--- src/rtl/ps2_kbd_rx_fifo_pkg.sv ---
// Shared types and constants for the PS/2 keyboard receiver.
// Holds the receive FSM states, the STATUS bit positions and the register selects.
package flounder_ps2_pkg;

  typedef enum logic [1:0] {
    IDLE   = 2'd0,
    DATA   = 2'd1,
    PARITY = 2'd2,
    STOP   = 2'd3
  } rx_state_e;

  localparam int STAT_NE   = 0;
  localparam int STAT_FULL = 1;
  localparam int STAT_OVR  = 2;
  localparam int STAT_PERR = 3;
  localparam int STAT_FERR = 4;

  localparam logic REG_DATA   = 1'b0;
  localparam logic REG_STATUS = 1'b1;

endpackage

--- src/rtl/ps2_kbd_rx_fifo_if.sv ---
// CPU-side register bus of the PS/2 receiver (Z180 I/O space behind the CPLD decode).
// Access: CS high with R low drives D_OUT (D_OE high); the R rising edge while CS is
// high completes the access, popping DATA or clearing the sticky STATUS flags.
interface ps2_kbd_rx_fifo_if;
  logic       CS;
  logic       R;
  logic       A0;
  logic [7:0] D_OUT;
  logic       D_OE;
  logic       IRQ;

  modport master (output CS, R, A0, input D_OUT, D_OE, IRQ);
  modport slave  (input CS, R, A0, output D_OUT, D_OE, IRQ);
endinterface

--- src/rtl/ps2_sync_fifo.sv ---
// Synchronous FIFO with wrap-bit pointers and registered empty/full flags.
// A pop on a full FIFO frees the slot for a push in the same cycle.
module ps2_sync_fifo #(
  parameter int DEPTH = 8,
  parameter int WIDTH = 8
) (
  input  logic             CLK,
  input  logic             RST,
  input  logic             push,
  input  logic             pop,
  input  logic [WIDTH-1:0] wdata,
  output logic [WIDTH-1:0] rdata,
  output logic             empty,
  output logic             full
);
  localparam int AW = $clog2(DEPTH);

  logic [WIDTH-1:0] mem [DEPTH];
  logic [AW:0]      wptr, rptr, wptr_n, rptr_n;
  logic             do_push, do_pop;

  assign do_pop  = pop && !empty;
  assign do_push = push && (!full || do_pop);
  assign wptr_n  = wptr + {{AW{1'b0}}, do_push};
  assign rptr_n  = rptr + {{AW{1'b0}}, do_pop};

  always_ff @(posedge CLK or negedge RST) begin
    if (!RST) begin
      wptr  <= '0;
      rptr  <= '0;
      empty <= 1'b1;
      full  <= 1'b0;
    end else begin
      wptr  <= wptr_n;
      rptr  <= rptr_n;
      empty <= (wptr_n == rptr_n);
      full  <= (wptr_n[AW-1:0] == rptr_n[AW-1:0]) && (wptr_n[AW] != rptr_n[AW]);
    end
  end

  always_ff @(posedge CLK) begin
    if (do_push) mem[wptr[AW-1:0]] <= wdata;
  end

  assign rdata = mem[rptr[AW-1:0]];

endmodule

--- src/rtl/ps2_kbd_rx_fifo.sv ---
// PS/2 keyboard receiver: synchronised, glitch-filtered clock, framed receive FSM,
// scan-code FIFO and DATA/STATUS register pair with a not-empty interrupt.
module ps2_kbd_rx_fifo
  import flounder_ps2_pkg::*;
#(
  parameter int FIFO_DEPTH     = 8,
  parameter int SYNC_STAGES    = 2,
  parameter int FILTER_LEN     = 4,
  parameter int TIMEOUT_CYCLES = 36864
) (
  input  logic                 CLK,
  input  logic                 RST,
  input  logic                 KB_CLK,
  input  logic                 KB_DATA,
  ps2_kbd_rx_fifo_if.slave     bus,
  output rx_state_e            dbg_state
);
  localparam int FW = $clog2(FILTER_LEN + 1);
  localparam int TW = $clog2(TIMEOUT_CYCLES + 1);

  logic [SYNC_STAGES-1:0] clk_sync, dat_sync;
  logic [FW-1:0]          filt_cnt;
  logic                   clk_f, sample, data_s;
  rx_state_e              state;
  logic [7:0]             shreg;
  logic [2:0]             bit_cnt;
  logic                   par_bit;
  logic [TW-1:0]          to_cnt;
  logic                   perr_q, ferr_q, ovr_q, r_q;
  logic                   rd_rise, pop, status_clr, par_ok, push, ovr_evt, timeout;
  logic [7:0]             fifo_rdata, status;
  logic                   fifo_empty, fifo_full;

  // Idle-high reset values keep the line from looking like a start bit.
  always_ff @(posedge CLK or negedge RST) begin
    if (!RST) begin
      clk_sync <= '1;
      dat_sync <= '1;
      filt_cnt <= '0;
      clk_f    <= 1'b1;
      sample   <= 1'b0;
      data_s   <= 1'b1;
    end else begin
      clk_sync <= {clk_sync[SYNC_STAGES-2:0], KB_CLK};
      dat_sync <= {dat_sync[SYNC_STAGES-2:0], KB_DATA};
      sample   <= 1'b0;
      if (clk_sync[SYNC_STAGES-1] == clk_f) begin
        filt_cnt <= '0;
      end else if (filt_cnt == FW'(FILTER_LEN - 1)) begin
        filt_cnt <= '0;
        clk_f    <= clk_sync[SYNC_STAGES-1];
        sample   <= clk_f;
        if (clk_f) data_s <= dat_sync[SYNC_STAGES-1];
      end else begin
        filt_cnt <= filt_cnt + 1'b1;
      end
    end
  end

  assign rd_rise    = bus.CS && bus.R && !r_q;
  assign pop        = rd_rise && (bus.A0 == REG_DATA);
  assign status_clr = rd_rise && (bus.A0 == REG_STATUS);
  assign par_ok     = ^{shreg, par_bit};
  assign push       = sample && (state == STOP) && data_s && par_ok;
  assign ovr_evt    = push && fifo_full && !(pop && !fifo_empty);
  assign timeout    = (state != IDLE) && !sample && (to_cnt == TW'(TIMEOUT_CYCLES - 1));

  always_ff @(posedge CLK or negedge RST) begin
    if (!RST) begin
      state   <= IDLE;
      shreg   <= '0;
      bit_cnt <= '0;
      par_bit <= 1'b0;
      to_cnt  <= '0;
      perr_q  <= 1'b0;
      ferr_q  <= 1'b0;
      ovr_q   <= 1'b0;
      r_q     <= 1'b1;
    end else begin
      r_q <= bus.R;
      if (state == IDLE || sample) to_cnt <= '0;
      else                         to_cnt <= to_cnt + 1'b1;
      // Clear first so a sticky event in the same cycle wins.
      if (status_clr) begin
        ovr_q  <= 1'b0;
        perr_q <= 1'b0;
        ferr_q <= 1'b0;
      end
      if (ovr_evt) ovr_q <= 1'b1;
      if (timeout) begin
        state  <= IDLE;
        ferr_q <= 1'b1;
      end else if (sample) begin
        case (state)
          IDLE: begin
            if (data_s) ferr_q <= 1'b1;
            else begin
              state   <= DATA;
              bit_cnt <= '0;
            end
          end
          DATA: begin
            shreg[bit_cnt] <= data_s;
            bit_cnt        <= bit_cnt + 1'b1;
            if (bit_cnt == 3'd7) state <= PARITY;
          end
          PARITY: begin
            par_bit <= data_s;
            state   <= STOP;
          end
          STOP: begin
            state <= IDLE;
            if (!data_s) ferr_q <= 1'b1;
            if (!par_ok) perr_q <= 1'b1;
          end
          default: state <= IDLE;
        endcase
      end
    end
  end

  ps2_sync_fifo #(.DEPTH(FIFO_DEPTH), .WIDTH(8)) u_fifo (
    .CLK   (CLK),
    .RST   (RST),
    .push  (push),
    .pop   (pop),
    .wdata (shreg),
    .rdata (fifo_rdata),
    .empty (fifo_empty),
    .full  (fifo_full)
  );

  always_comb begin
    status            = '0;
    status[STAT_NE]   = !fifo_empty;
    status[STAT_FULL] = fifo_full;
    status[STAT_OVR]  = ovr_q;
    status[STAT_PERR] = perr_q;
    status[STAT_FERR] = ferr_q;
  end

  assign bus.D_OE = bus.CS && !bus.R;
  assign bus.IRQ  = !fifo_empty;
  assign dbg_state = state;

  always_comb begin
    bus.D_OUT = 8'h00;
    if (bus.D_OE) begin
      if (bus.A0 == REG_STATUS) bus.D_OUT = status;
      else if (!fifo_empty)     bus.D_OUT = fifo_rdata;
    end
  end

endmodule

--- src/flat_wrapper.sv ---
// flat-port wrapper written by rule: the top's interface ports become plain ports
module ps2_kbd_rx_fifo_flat import flounder_ps2_pkg::*;
#(
  parameter int FIFO_DEPTH     = 8,
  parameter int SYNC_STAGES    = 2,
  parameter int FILTER_LEN     = 4,
  parameter int TIMEOUT_CYCLES = 36864
)
  (CLK, RST, KB_CLK, KB_DATA, dbg_state, bus_CS, bus_R, bus_A0, bus_D_OUT, bus_D_OE, bus_IRQ);
  ps2_kbd_rx_fifo_if bus_i ();
  input  logic CLK;
  input  logic RST;
  input  logic KB_CLK;
  input  logic KB_DATA;
  output rx_state_e dbg_state;
  input wire logic [$bits(bus_i.CS)-1:0] bus_CS;
  input wire logic [$bits(bus_i.R)-1:0] bus_R;
  input wire logic [$bits(bus_i.A0)-1:0] bus_A0;
  output wire logic [$bits(bus_i.D_OUT)-1:0] bus_D_OUT;
  output wire logic [$bits(bus_i.D_OE)-1:0] bus_D_OE;
  output wire logic [$bits(bus_i.IRQ)-1:0] bus_IRQ;
  assign bus_i.CS = bus_CS;
  assign bus_i.R = bus_R;
  assign bus_i.A0 = bus_A0;
  assign bus_D_OUT = bus_i.D_OUT;
  assign bus_D_OE = bus_i.D_OE;
  assign bus_IRQ = bus_i.IRQ;
  ps2_kbd_rx_fifo #(.FIFO_DEPTH(FIFO_DEPTH), .SYNC_STAGES(SYNC_STAGES), .FILTER_LEN(FILTER_LEN), .TIMEOUT_CYCLES(TIMEOUT_CYCLES)) u_core (.CLK(CLK), .RST(RST), .KB_CLK(KB_CLK), .KB_DATA(KB_DATA), .bus(bus_i), .dbg_state(dbg_state));
endmodule
--- config.mk ---
export PLATFORM = sky130hd
export DESIGN_NAME = ps2_kbd_rx_fifo_flat
export DESIGN_NICKNAME = d
export VERILOG_FILES = /design/src/rtl/ps2_kbd_rx_fifo_pkg.sv /design/src/rtl/ps2_kbd_rx_fifo_if.sv /design/src/rtl/ps2_sync_fifo.sv /design/src/rtl/ps2_kbd_rx_fifo.sv /design/src/flat_wrapper.sv
export SDC_FILE = /design/constraint.sdc
export NUM_CORES = 1
export LEC_CHECK = 0
export CAP_MARGIN = 25
export CORE_MARGIN = 2
export CORE_UTILIZATION = 45
export DETAILED_ROUTE_END_ITERATION = 12
export SLEW_MARGIN = 20
export SYNTH_ARGS = -nofsm -noshare
export SYNTH_HDL_FRONTEND = slang
export SYNTH_HIERARCHICAL = 1
export SYNTH_SLANG_ARGS = --single-unit
export TNS_END_PERCENT = 20
--- constraint.sdc ---
create_clock -name CLK -period 2.55 [get_ports CLK]
set_input_delay 0.51 -clock CLK [delete_from_list [all_inputs] [get_ports CLK]]
set_output_delay 0.51 -clock CLK [all_outputs]
set_load 0.02 [all_outputs]
Word level (Yosys, flattened, before mapping)
Memory sizes are Yosys's and may differ from the RTL's.
Index checks and enable logic that the tools add are counted.
{ "word_totals": {"ff_bits": 54, "mem_count": 1, "mem_bits_ro": 0, "word_cells": 112, "output_inout_bits": 12, "latchBits": 0, "input_bits": 7, "ram_bits": 64} }
{ "mem_list": {"columns": ["memory", "words", "width", "read_ports", "rd_clocked_by_memory_dff", "wr", "line_no", "source"], "rows": [
  ["u_core.u_fifo.mem", 8, 8, 1, 0, 1, "ps2_sync_fifo.sv:18", "logic [WIDTH-1:0] mem [DEPTH];"]
]} }
{ "classes": {"n_eq_ne": 13, "n_mux": 33, "order_cmp": 2, "div_mod_pow": 0, "shift": 0, "reduce_logical": 36, "add_sub_neg": 5, "bitwise_logic": 3, "mul": 0} }
{ "ops": {"columns": ["op", "n"], "rows": [
  ["2-to-1 mux 8 bit", 3],
  ["2-to-1 mux 1 bit", 17],
  ["adder 16 x 1 -> 16 bit, second input constant", 1],
  ["equality test 16 bit, second input constant", 1],
  ["logical AND 1 bit", 16],
  ["2-to-1 mux 16 bit", 1],
  ["AND reduction 3 bit", 4],
  ["2-to-1 mux 3 bit", 3],
  ["XOR reduction 9 bit", 1],
  ["adder 4 x 1 -> 4 bit", 2],
  ["bitwise mux 8 bit", 1],
  ["2-to-1 mux 2 bit", 4],
  ["one-hot mux 2 bit (4 select lines)", 1],
  ["nonzero test 2 bit", 4],
  ["adder 3 x 1 -> 3 bit, second input constant", 2],
  ["zero test 1 bit", 6],
  ["one-hot mux 3 bit (2 select lines)", 1],
  ["equality test 2 bit, second input constant", 2],
  ["equality test 4 bit", 1],
  ["< comparator 3 x 4 -> 1 bit, second input constant", 1],
  ["AND reduction 4 bit", 1],
  ["demux 1 bit (select 3 bit)", 1],
  ["equality test 3 x 2 -> 1 bit, second input constant", 1],
  ["equality test 3 bit", 1],
  ["13 further kinds", 16]
]} }

Depth between registers and ports, before layout
Gate-level depths: netlist of the first run.
{ "depth": {"word_depth": 9, "ltp_mapped": 11} }

Hierarchy
Netlist of the first run, hierarchy kept.
{ "modules_own_cells": {"columns": ["mod", "area_per_inst_um2", "cells_each", "instances", "seq_area_each_um2"], "rows": [
  ["ps2_sync_fifo", 2959.1, 138, 1, 2173.3],
  ["ps2_kbd_rx_fifo", 2218.4, 206, 1, 1109.8]
]} }

Worst setup path before layout of the first run
Ideal clock, no wire load.
{ "synth_path": {"path_kind": "register to register", "start": "reg u_core.shreg[1]", "end": "reg u_core.u_fifo.full", "period_less_slack_ps": 2722, "setup_slack_ps": -172, "n_path_buf": 0, "t_arrival_ps": 2649, "path_stages_with_launch": 12, "path_cell_list": "dfrtp_1 > xor2_1 > xnor3_1 > xnor2_1 > nor2_1 > o21a_1 > ha_1 > ha_1 > xor2_1 > xor2_1 > or3_1 > nor2b_1"} }
{ "synth_between": {"elab_chain_len": 6} }
{ "synth_rtl": {"columns": ["element", "line_no", "source"], "rows": [
  ["start, declared", "ps2_kbd_rx_fifo.sv:25", "logic [7:0] shreg;"],
  ["start signal, assigned by index", "ps2_kbd_rx_fifo.sv:103", "shreg[bit_cnt] <= data_s;"],
  ["XOR reduction 9 bit", "ps2_kbd_rx_fifo.sv:63", "assign par_ok = ^{shreg, par_bit};"],
  ["logical AND 1 bit", "ps2_kbd_rx_fifo.sv:64", "assign push = sample && (state == STOP) && data_s && par_ok;"],
  ["via u_core.push", "ps2_kbd_rx_fifo.sv:30", "logic rd_rise, pop, status_clr, par_ok, push, ovr_evt, timeout;"],
  ["logical AND 1 bit", "ps2_sync_fifo.sv:23", "assign do_push = push && (!full || do_pop);"],
  ["adder 4 x 1 -> 4 bit", "ps2_sync_fifo.sv:24", "assign wptr_n = wptr + {{AW{1'b0}}, do_push};"],
  ["via u_core.u_fifo.wptr_n[2]", "ps2_sync_fifo.sv:19", "logic [AW:0] wptr, rptr, wptr_n, rptr_n;"],
  ["equality test 3 bit", "ps2_sync_fifo.sv:37", "full <= (wptr_n[AW-1:0] == rptr_n[AW-1:0]) && (wptr_n[AW] != rptr_n[AW]);"],
  ["logical AND 1 bit", "ps2_sync_fifo.sv:37", null],
  ["end signal, assigned", "ps2_sync_fifo.sv:37", null],
  ["end, declared", "ps2_sync_fifo.sv:14", "output logic full"]
]} }
The timed path passes the listed nets, and every way through them passes these cells.
A chain may end at the register's enable or synchronous reset.

Worst setup path in the final report of the first run
{ "layout_path": {"start": "reg u_core.u_fifo.rptr[0]", "end": "out bus_D_OUT[4]"} }
{ "layout_between": {"elab_chain_len": 4} }
{ "layout_rtl": {"columns": ["element", "line_no", "source"], "rows": [
  ["start, declared", "ps2_sync_fifo.sv:19", null],
  ["start signal, assigned", "ps2_sync_fifo.sv:35", "rptr <= rptr_n;"],
  ["memory read (8 x 8 bit)", null, null],
  ["via u_core.fifo_rdata[4]", "ps2_kbd_rx_fifo.sv:31", "logic [7:0] fifo_rdata, status;"],
  ["2-to-1 mux 8 bit", "ps2_kbd_rx_fifo.sv:150", "else if (!fifo_empty) bus.D_OUT = fifo_rdata;"],
  ["2-to-1 mux 8 bit", "ps2_kbd_rx_fifo.sv:149", "if (bus.A0 == REG_STATUS) bus.D_OUT = status;"],
  ["2-to-1 mux 8 bit", "ps2_kbd_rx_fifo.sv:148", "if (bus.D_OE) begin"],
  ["end, declared", "flat_wrapper.sv:19", "output wire logic [$bits(bus_i.D_OUT)-1:0] bus_D_OUT;"]
]} }
The timed path passes the listed nets, and every way through them passes these cells.

==> results.md, run 1 <==
* Status: finished with violations
* Failing checks: negative setup slack
* Post-DR vias/cell at 5.212
* CP max stage delay at 540 ps
* CTS tree: built
* Final setup margin at -98.45 ps
* CP Launch Point: u_core/u_fifo/rptr[0]$_DFF_PN0_
* Dominant synthesized flop cell: edfxtp_1
* Die H at 111.3 um
* Final Cycle Share at 103.9%
* First-pass GRT wire length at 15840 um
* Req. time, crit path at 2040 ps
* CP max FO at 5
* Vias in the first global route at just over 3000
* MaxCap Viol Count at 0
* Unrepaired setup endpoints after global routing: true
* Synth area leader: edfxtp_1
* PD cells at 858.7 nW/um^2
* Final Power at 5474 uW
* EDFF count, synth at 64
* DRT iter0 DRCs at 167
* Critical path class: register to primary output
* Post-DR wirelength/cell at 16.70 um
* Reg-to-reg startpoint: u_core/shreg[3]$_DFFE_PN0P_
* Grt ovf at 0
* Die X at 111.3 um
* Syn nets at 364
* Vias at 2945
* All-Layer GR Usage at between 15 and 20%
* Fin nets at 430
* Share of cells above drive strength 1 at 31.99%
* Clock Pin Slew Worst Setup and Hold Paths at 50 ps
* CP Cell Sequence: buf_12, mux4_1, mux2_4, a22oi_2, nor2_1, buf_2
* Skew-Pair Late Insertion Delay at 400 ps
* Max clock buf depth at 2
* Synth top area cells: edfxtp_1, dfrtp_1, mux4_1, mux2_2, dfstp_2
* Mean Syn Cell Area at 15.05 sq um
* Hold Crit Class: input port to async pin
* Post-synthesis sequential area ratio at 63.41%
* Slew Limit Headroom at 68.04%
* Root buffer cell: clkbuf_16
* Routability cong. at 0.7402
* PortBufs at 18
* Distinct cells, synth at 45
* Layout area overhead at 23.13%
* VDD IR-drop max at around 0.47 mV
* Flop and latch count out of synthesis at about 120
* CP endpoint kind: primary output
* Total routed wirelength at 9435 um
* Post-synthesis cell count at 344
* Most frequent cells in the layout: edfxtp_1, dfrtp_1, buf_4, nor2_1, xor2_1
* Detail Placement HPWL at 6468 um
* Leakage at 0.002562 uW
* Final setup viols at 9
* Max Clock Skew at a little over 6 ps
* Slowest-stage cell, CP: mux4_1
* Yosys warnings at 6
* Setup WS pre-CTS at -185.3 ps
* Final hold vios at 0
* Largest net degree at the start of global routing at 27
* Initial Util at 45.73%
* CTS sink cnt at 118
* Cts hold-fix bufs at 0
* Io pins at 19
* Ys async rst share at 45.76%
* Number of CTS-inserted buffers at 17
* Core area at 11320 sq um
* Fmax achieved at 0.3776 GHz
* Drc violations at 0
* WP buf/inv at 2
* H-tree Lvls at 4
* Worst EP arrival at ~2100 ps
* Measured slew at the worst slew-check pin at between 400 and 500 ps
* Fin util at 56.31%
* CP Launch Type: register
* Commonest non-fill, non-tap cell in the layout: edfxtp_1
* Cell family with most CP delay: multiplexers
* DR pass1 iterations at 4
* Row count at 39
* Slew Viols, Final at 0
* ANT cells at 0
* Die area at between 10000 and 15000 sq um
* Antenna violations before repair at 0
* Setup_tns at -475.2 ps
* Antenna-violating nets left at 0
* Mapped Area at 5177 sq um
* Top cell type's share of synthesized area at 37.12%
* Crit path time final at 2648 ps
==> logic make-up after synthesis <==
logic type / after synthesis / synth area share (%)
compound gates: 18 / 2.659
xor+xnor: 29 / 5.172
fa+ha+maj: 13 / 3.142
buf+inv: 24 / 2.658
flops: 118 / 63.41
mux: 37 / 12.66
simple gates: 105 / 10.29
==> state kept, by name (all words and copies together), names as in the netlist, 2 cells and up <==
| name | flops |
|---|---|
| u_core/filt_cnt | 3 |
| u_core/u_fifo/wptr | 4 |
| u_core/shreg | 8 |
| u_core/dbg_state | 2 |
| u_core/to_cnt | 16 |
| u_core/dat_sync | 2 |
| u_core/u_fifo/mem | 64 |
| u_core/clk_sync | 2 |
| u_core/bit_cnt | 3 |
| u_core/u_fifo/rptr | 4 |
==> where the power goes <==
group	internal [uW]	switching [uW]
Combinational	476	487
Sequential	2100	78.3
Clock	1520	813
==> synth_stat cells (all sizes together), types with 2 or more instances <==
master and instances:
nand4 3, dfrtp 46, inv 13, mux2 20, nor2b 5, buf 5, xor2 19, a32o 2
or3 2, mux4 16, and3 4, xnor2 9, nand3 12, edfxtp 64, nor3b 2, nor4b 2
nand2b 6, ha 13, a21oi 2, nor2 42, dfstp 8, nor3 8, a22oi 4, clkbuf 6
or2 2, nand2 12, a22o 3
==> cell type report <==
| class | count | area, sq um |
|---|---|---|
| tap | 143 | 178.9 |
| clock inverter | 14 | 161.4 |
| sequential | 118 | 3284 |
| fill | 909 | 4946 |
| multi-input combinational | 202 | 1797 |
| inverter | 13 | 48.80 |
| clock buffer | 17 | 425.4 |
| timing repair buffer | 58 | 479.2 |
==> final timing paths <==
kind,slack (ps),endpoint,depth (start not counted)
max in group asynchronous,1850,u_core/clk_sync[1]$_DFF_PN1_,2
min in group CLK,360,u_core/dat_sync[1]$_DFF_PN1_,0
worst max-delay path,-100,bus_D_OUT[4],6
worst min register to register,360,u_core/dat_sync[1]$_DFF_PN1_,0
worst min-delay path,1,u_core/u_fifo/rptr[3]$_DFF_PN0_,1
worst max register to register,-60,u_core/u_fifo/full$_DFF_PN0_,11
==> through the flow <==
stage / hold slack, ps / cells / cell area (sq um)
floorplan: 214.4 / 344 / 5190
global placement: 346.2 / 531 / 5758
detailed placement: 350.1 / 531 / 5758
CTS: 1.911 / 564 / 6372
global route: 8.407 / 565 / 6375
finish: 1.369 / 565 / 6375
==> metal layers <==
layer	up-vias	routed length [um]	track usage (%)	part of all wire, %
met4	0	107	6.173	1.1
met2	38	4785	26.91	51
met5	-	0	0	0
li1	1395	-	-	-
met3	10	276	5.085	2.9
met1	1502	4265	21.43	45
==> timing repair <==
action	in CTS	in global routing
gates cloned	1	0
resized for setup	60	6
endpoints found under the setup margin	11	18
hold endpoints to repair	0	0
pin swaps	3	4
setup buffers	1	2
Note: power is estimated with default switching activity, not from simulation.
==> inputs of run 2 (changes only) <==
CORE_UTILIZATION = 55   (was 45)
CTS_BUF_LIST = sky130_fd_sc_hd__clkbuf_16   (was unset)
PLACE_DENSITY = 0.76   (was unset)
==> run 2 against run 1 <==
  * The flow still finishes with violations (negative setup slack)
  * Via count increased by 4.2%
  * Core utilization rose by 12 points
  * Flip-flop and latch count is the same
  * Critical endpoint is now u_core/u_fifo/full$_DFF_PN0_
  * Die area decreased by 18%
  * Clock power down 4%
  * Combinational power rose by 2.9%
  * First-iteration DRC count up 28%
  * Largest cell class unchanged
  * Non-clock buffer count is 5 lower
  * Largest power group unchanged
  * Hold slack gained 230 ps
==> results.md, run 2 (synthesis gave the netlist of run 1 again) <==
* Status: finished with violations
* Failing checks: negative setup slack
* Vias at 3069
* All-Layer GR Usage at 22.80%
* Fmax achieved at 0.3709 GHz
* CTS tree: built
* Final setup margin at -146.1 ps
* Final Cycle Share at 105.7%
* Number of CTS-inserted buffers at 17
* Die area at 10210 sq um
* PortBufs at 18
* Met2 usage at 37.90%
* MaxCap Viol Count at 0
* GR Util met1 at approximately 29%
* Max Clock Skew at 12.50 ps
* Unrepaired setup endpoints after global routing: true
* First-pass GRT wire length at around 17000 um
* CP max FO at 2
* Antenna-violating nets left at 0
* Final hold vios at 0
* Vias in the first global route at 3164
* DRT iter0 DRCs at 214
* Hold Crit Class: input port to async pin
* Layout area overhead at 21.70%
* Cell family with most CP delay: XOR/XNOR gates
* Critical path class: register to register
* H-tree Lvls at 4
* Fin util at roughly two thirds
* Max clock buf depth at 2
* Largest net degree at the start of global routing at 55
* VDD IR-drop max at 0.5341 mV
* Req. time, crit path at roughly 2900 ps
* CP Launch Type: register
* DR pass1 iterations at 4
* CP Launch Point: u_core/shreg[6]$_DFFE_PN0P_
* Worst R2R Path Depth at 11
* CP most frequent cell: ha_4
* Io pins at 19
* Most frequent cells in the layout: edfxtp_1, dfrtp_1, nor2_1, buf_4, clkbuf_16
* Commonest non-fill, non-tap cell in the layout: edfxtp_1
* Critical path depth at 11
* Clock Pin Slew Worst Setup and Hold Paths at 50 ps
* Initial Util at 56.30%
* Crit path time final at between 2000 and 3000 ps
* Measured slew at the worst slew-check pin at 683.5 ps
* Reg-to-reg startpoint: u_core/shreg[6]$_DFFE_PN0P_
* Total routed wirelength at about 11000 um
* CP Cell Sequence: xnor2_1, xnor3_1, xnor2_2, nor2_2, o21a_1, ha_4, ha_4, xor2_2, xor2_1, or3_4, nor2b_1
* CP max stage delay at between 400 and 500 ps
* Share of cells above drive strength 1 at 32.78%
* Die H at ~100 um
* Grt ovf at 0
* PD cells at 859.1 nW/um^2
* Root buffer cell: clkbuf_16
* Drc violations at 0
* Detail Placement HPWL at 6369 um
* Die X at between 100 and 150 um
* Leakage at 0.002557 uW
* Final setup viols at 16
* Worst EP arrival at approximately 3000 ps
* Slowest-stage cell, CP: xnor3_1
* Slew Viols, Final at 0
* Antenna violations before repair at 0
* Final Power at 5413 uW
* Slew Limit Headroom at a little over half
* Post-DR wirelength/cell at 20.33 um
* CP endpoint kind: register
* Top Usage Layer GRT: met2
* Row count at 35
* Fin nets at 425
* Max reg flops at 64
* Core area at between 9000 and 10000 sq um
* Met3 usage in global routing at 5.270%
* Routability cong. at roughly 0.8
* Post-DR vias/cell at 5.802
* Skew-Pair Late Insertion Delay at roughly 400 ps
* WP buf/inv at 0
* CTS sink cnt at 118
* ANT cells at 0
[run 2: changes by cell type in the layout (fill, tap and decap cells not counted), moves of 2 or more]
cell / delta
mux4_2: +4
inv_1: +2
mux4_1: -4
clkinv_2: +2
bufinv_16: -3
nor2_2: +2
nor2_1: -2
clkbuf_16: +4
buf_6: +3
clkinvlp_4: -5
inv_2: +2
buf_4: -6
[run 2: routing by layer]
metal / vias to the layer above / share of wire, %
li1: 1381 / -
met1: 1576 / 41
met2: 101 / 52
met3: 11 / 5.5
met4: 0 / 1.2
met5: - / 0
[run 2: final timing paths]
kind                       slack [ps]                               to
max                              -150     u_core/u_fifo/full$_DFF_PN0_
min                               230  u_core/u_fifo/rptr[3]$_DFF_PN0_
max reg2reg                      -150     u_core/u_fifo/full$_DFF_PN0_
min reg2reg                       360     u_core/clk_sync[1]$_DFF_PN1_
max in group asynchronous        1820  u_core/u_fifo/rptr[0]$_DFF_PN0_
min in group CLK                  360     u_core/clk_sync[1]$_DFF_PN1_
[run 2: per-stage QoR]
step                      hold WS, ps  setup WS, ps  TNS, ps  cells  area, sq um
after floorplan                 214.4         9.295        0    344         5190
after global placement          346.3        -145.1   -904.8    494         5680
after detailed placement        350.1        -232.4    -1381    494         5680
after CTS                       245.0        -137.7    -1061    530         6302
after global routing            290.4        -277.8    -4070    529         6301
final                           235.0        -146.1   -907.6    529         6301
[run 2: final cells by class]
type | instances | area [sq um]
repair buffers | 53 | 442.9
flip-flops and latches | 118 | 3284
clock inverters | 11 | 50.05
multi-input cells | 202 | 1810
clock buffers | 21 | 525.5
inverters | 13 | 48.80
well taps | 111 | 138.9
fillers | 604 | 2895
[run 2: repair_timing]
item,in CTS,in global routing
gates resized for setup,64,18
gates cloned,1,0
pin swaps,8,5
buffers inserted,3,2
endpoints found under the setup margin,13,38
hold buffers,0,0
[run 2: worst reg2reg max path, delay by kind of cell (launching register included)]
family                     cells  cell delay [ps]
AOI/OAI and AO/OA              1              150
xor gates and xnor gates       5             1200
adders and majority gates      2              340
DFF                            1              390
and+or+nand+nor                3              560
[run 2: report_power, final]
group          switching [uW]  leakage (uW)  internal, uW  total (uW)
logic                     507      0.000965           483         990
registers                79.9       0.00130          2100        2180
clock network             792      0.000297          1450        2240
total                    1380       0.00256          4030        5410
